[src/rtl/onehot_finish_monitor.sv]
// onehot_finish_monitor
// Registered one-hot finish detector: samples a WIDTH-bit status word under a
// start/valid handshake and declares completion once HOLD consecutive valid
// samples are one-hot on the same bit. Tracks the hot-bit index, sticky
// zero-hot / multi-hot error flags and a saturating count of accepted samples.
module onehot_finish_monitor #(
    parameter  int unsigned WIDTH = 4,
    parameter  int unsigned HOLD  = 1,
    localparam int unsigned IDX_W = $clog2(WIDTH),
    localparam int unsigned RUN_W = $clog2(HOLD + 1)
) (
    input  logic             clk,
    input  logic             rst_n,
    input  logic             start,
    input  logic             valid,
    input  logic [WIDTH-1:0] a,
    output logic             busy,
    output logic             is_finished,
    output logic [IDX_W-1:0] hot_idx,
    output logic             zero_err,
    output logic             multi_err,
    output logic [15:0]      sample_count
);

    typedef enum logic [1:0] {
        IDLE,
        CHECK,
        DONE
    } state_t;

    state_t             state, state_n;
    logic [RUN_W-1:0]   run, run_n;
    logic [IDX_W-1:0]   prev_idx, prev_idx_n;
    logic [IDX_W-1:0]   hot_idx_n;
    logic               zero_err_n, multi_err_n;
    logic [15:0]        sample_count_n;

    // Saturating set-bit count: 0 = zero-hot, 1 = one-hot, 2 = two or more.
    logic [1:0]         ones;
    logic [IDX_W-1:0]   cur_idx;
    logic               is_zero, is_onehot, is_multi;

    // Classify the status word; cur_idx is only meaningful when one-hot.
    always_comb begin
        ones    = '0;
        cur_idx = '0;
        for (int unsigned i = 0; i < WIDTH; i++) begin
            if (a[i]) begin
                cur_idx = IDX_W'(i);
                if (ones != 2'd2) begin
                    ones = ones + 2'd1;
                end
            end
        end
        is_zero   = (ones == 2'd0);
        is_onehot = (ones == 2'd1);
        is_multi  = (ones == 2'd2);
    end

    // Next-state and next-status computation; every register holds by default.
    always_comb begin
        state_n        = state;
        run_n          = run;
        prev_idx_n     = prev_idx;
        hot_idx_n      = hot_idx;
        zero_err_n     = zero_err;
        multi_err_n    = multi_err;
        sample_count_n = sample_count;

        case (state)
            IDLE, DONE: begin
                if (start) begin
                    state_n        = CHECK;
                    run_n          = '0;
                    prev_idx_n     = '0;
                    hot_idx_n      = '0;
                    zero_err_n     = 1'b0;
                    multi_err_n    = 1'b0;
                    sample_count_n = '0;
                end
            end
            CHECK: begin
                if (start) begin
                    // Restart: same-cycle sample is discarded.
                    run_n          = '0;
                    prev_idx_n     = '0;
                    hot_idx_n      = '0;
                    zero_err_n     = 1'b0;
                    multi_err_n    = 1'b0;
                    sample_count_n = '0;
                end else if (valid) begin
                    if (sample_count != '1) begin
                        sample_count_n = sample_count + 16'd1;
                    end
                    if (is_onehot) begin
                        if (run == '0 || cur_idx == prev_idx) begin
                            run_n = run + RUN_W'(1);
                        end else begin
                            run_n = RUN_W'(1);
                        end
                        prev_idx_n = cur_idx;
                        if (run_n == RUN_W'(HOLD)) begin
                            state_n   = DONE;
                            hot_idx_n = cur_idx;
                        end
                    end else if (is_zero) begin
                        run_n      = '0;
                        zero_err_n = 1'b1;
                    end else if (is_multi) begin
                        run_n       = '0;
                        multi_err_n = 1'b1;
                    end
                end
            end
            default: begin
                state_n = IDLE;
            end
        endcase
    end

    // State and status registers with asynchronous active-low reset.
    always_ff @(posedge clk or negedge rst_n) begin
        if (!rst_n) begin
            state        <= IDLE;
            run          <= '0;
            prev_idx     <= '0;
            hot_idx      <= '0;
            zero_err     <= 1'b0;
            multi_err    <= 1'b0;
            sample_count <= '0;
        end else begin
            state        <= state_n;
            run          <= run_n;
            prev_idx     <= prev_idx_n;
            hot_idx      <= hot_idx_n;
            zero_err     <= zero_err_n;
            multi_err    <= multi_err_n;
            sample_count <= sample_count_n;
        end
    end

    assign busy        = (state == CHECK);
    assign is_finished = (state == DONE);

endmodule

[config.mk]
export PLATFORM = sky130hd
export DESIGN_NAME = onehot_finish_monitor
export DESIGN_NICKNAME = d
export VERILOG_FILES = /design/src/rtl/onehot_finish_monitor.sv
export SDC_FILE = /design/constraint.sdc
export NUM_CORES = 1
export LEC_CHECK = 0
export ABC_AREA = 1
export CAP_MARGIN = 20
export CORE_MARGIN = 2
export CORE_UTILIZATION = 50
export DETAILED_ROUTE_END_ITERATION = 8
export GPL_ROUTABILITY_DRIVEN = 0
export GPL_TIMING_DRIVEN = 0
export PLACE_DENSITY = 0.76
export SYNTH_ARGS = -nofsm -noshare
export SYNTH_HDL_FRONTEND = slang
export SYNTH_SLANG_ARGS = --single-unit
[constraint.sdc]
create_clock -name clk -period 4 [get_ports clk]
set_input_delay 1.2 -clock clk [delete_from_list [all_inputs] [get_ports clk]]
set_output_delay 1.2 -clock clk [all_outputs]
set_load 0.03 [all_outputs]
==> flow_summary.yaml <==
power_and_ir_drop:
  p_clk_share_pct: 13.7
  peakVddDrop_mv: 0.368
  combinationalPowerShare_pct: 47.6
  p_int_mw: 0.481
  sequentialPowerShare_pct: 38.6
  power.switching_mw: 0.376
  power_density_nw_per_um2: 410
  p_leak_nw: 0.990
  p_sw_share_pct: 43.9
timing:
  maxSlewViolCount: 0
  relSlewSlack_pct: 60.0
  min_period_over_period_pct: 85.8
  rsz0062_at_grt: "false"
  finalWorstSetupSlack_ps: 570
  fin_skew_ps: 6.05
  hold_viol: 0
  setup_tns_ps: 0
  tightest_slew_ps: 597
  setup_viol_count_final: 0
  fmax_mhz: 292
  period_minus_slack_ps: 3430
critical_path:
  criticalPathCategory: "reg -> out"
  crit_end: "busy"
  r2r_start: "sample_count[0]"
  cp-start-kind: "register"
  required_ps: 2800
  rr_worst_depth: 9
  rrSetupSlack_ps: 2220
  reg2reg_to: "sample_count[14]"
  startpoint: "state[1]"
  cp-end-kind: "primary output"
  arrival_ps: 2230
  cp_max_fo: 10
synth:
  synth_top_family_by_area: "simple AND/OR/NAND/NOR gates"
  synthCells: 247
  netlist_area_sq_um: 1700
  yosys_warnings: 0
  synth_top_area_share_pct: 36.8
  syn_avg_cell_area_sq_um: 6.88
  synth_nets: 260
  synthMuxAreaShare_pct: 0
  ys_types: 30
  synthAdderAreaFrac_pct: 3.68
  post_synth_main_area_contributors: "dfrtp_1 37%, nand2_1 17%, nand3_1 8.5%"
  synth_seq_cells: 25
  synth_area_leader_cell: "dfrtp_1"
  synth-simple-area-share_pct: 42.5
  yosysSeqAreaShare_pct: 36.8
  synth_xor_area_share_pct: 1.55
  synth_compound_area_share_pct: 6.55
drt:
  wl_met3_um: 234
  vias: 1670
  met2WireLength_um: 1730
  drtIter0Drc: 85
  drc: 0
  highest_layer: "met4"
  wirelength_um: 3890
  wl_per_cell_um: 11.9
  dr.pass1.iters: 4
  vias_per_cell: 5.11
  ant_nets: 0
  wl_met1_um: 1870
final_layout:
  fillCellCount: 326
  layout-drive-gt1-share_pct: 9.25
  fin_area_sq_um: 2090
  synthToLayoutAreaGrowth_pct: 23.0
  utilization_pct: 63.1
  instances_no_fill: 327
  diodes: 0
  nNetsFinal: 295
clock_tree:
  cts.htree.levels: 1
  cts_resized: 0
  clkLatencyLatePin_ps: 330
  clock-sinks: 25
  clockRootBuffer: "clkbuf_4"
  clock_path_buffers: 2
  cts_tree: "built"
  cts_hold_buf: 0
  cts_buffers: 3
  cts.reportedPaths.clkPinSlew_ps: 140
  postCtsSetupRepairBufs: 0
placed_design:
  io_buffers: 29
  dpl_cell_area_sq_um: 2060
  dp_hpwl_um: 2960
  dp.cells: 323
  pre_cts_ws_ps: 344
floorplanning:
  io_pins: 30
  start_util_pct: 51.3
  die_w_um: 62.3
  coreArea_sq_um: 3310
  die_y_um: 62.3
  rows: 21
  die_area_sq_um: 3880
global_route:
  grt.overflow.total: 0
  grt_first_pass_wirelength_um: 7140
  antenna_found_initial: 0
  grt_pass1_vias: 1597
  grt_use_total_pct: 22.7
  grt_start_max_net_pins: 15
worst_hold_path:
  hp-class: "reg -> reg"
  hold_depth: 2
run_status:
  status: "finished, final reports clean"
job:
  max_cap_viol_count: 0
layout make-up:
type | count | area (sq um) | share of cell area, %
clock buffers | 3 | 22.5 | 1.08
plain buffers | 4 | 35.0 | 1.68
clock inverters | 1 | 5.00 | 0.240
inverters | 31 | 116 | 5.57
well taps | 46 | 57.6 | 2.75
repair buffers | 30 | 305 | 14.6
multi-input cells | 187 | 922 | 44.1
flip-flops and latches | 25 | 626 | 29.9
power by group through the flow:
| stage | clock [mW] | sequential (mW) | combinational (mW) |
|---|---|---|---|
| global placement | 0 | 0.336 | 0.401 |
| floorplan | 0 | 0.390 | 0.214 |
| CTS | 0.121 | 0.332 | 0.410 |
| finish | 0.118 | 0.331 | 0.409 |
| detailed placement | 0 | 0.337 | 0.409 |
| global route | 0.136 | 0.340 | 0.452 |
metrics by stage:
stage          power (mW)  hold slack, ps
5_1_grt             0.929             520
3_3_place_gp        0.736             455
3_5_place_dp        0.746             471
2_1_floorplan       0.604             442
4_1_cts             0.863             504
6_report            0.858             492
layout by cell type (no fill, tap or decap), types with 2 or more instances in the layout:
master and n:
ha_1 5, nor2_2 3, nand4_1 8, o21ai_1 5
nor2_4 2, o21a_1 2, or2_2 2, nor3_1 2
buf_8 2, inv_1 28, nand2_2 3, nand3_1 29
clkdlybuf4s50_1 29, xor2_1 2, nand2_1 78, clkbuf_4 3
o21ai_0 8, inv_2 3, dfrtp_1 25, nor3b_1 2
nor2_1 27, o21ai_2 2
worst max-delay path, stage by stage (launching register included):
cell and delay, ps:
dfrtp_1 380, inv_1 70, nand2_1 110, inv_1 170, clkbuf_1 400, clkdlybuf4s50_1 760
synth_stat cells, drive strengths merged:
master and count:
nand2 82, nor2 32, inv 31, nand3 30
dfrtp 25, o21ai 15, nand4 8, ha 5
buf 3, or2 3, a21oi 2, nor3 2
nor3b 2, o21a 2, xor2 2, clkbuf 1
nand3b 1, xnor2 1
worst min-delay path by stage:
stage	start	end	slack, ps
3_5_place_dp	hot_idx[1]	hot_idx[1]	470
2_1_floorplan	run	run	440
3_3_place_gp	hot_idx[0]	hot_idx[0]	450
4_1_cts	hot_idx[1]	hot_idx[1]	500
6_report	hot_idx[1]	hot_idx[1]	490
5_1_grt	run	run	520
per-layer routing:
layer  GRT usage [%]  vias to the layer above
li1                -                      859
met1            32.5                      758
met2            35.2                       48
met3            3.26                        5
met4            8.06                        0
met5               0                        -
logic make-up after synthesis:
family                     count (synthesis)
adders and majority gates                  5
xor gates and xnor gates                   3
AOI/OAI and AO/OA                         19
and+or+nand+nor                          160
buffers and inverters                     35
DFF                                       25
registers in the layout (all words and copies together), names as in the netlist:
register and flops:
run 1, zero_err 1, sample_count 16, prev_idx 2, multi_err 1, state 2
hot_idx 2
(Power assumes the default switching activity.)
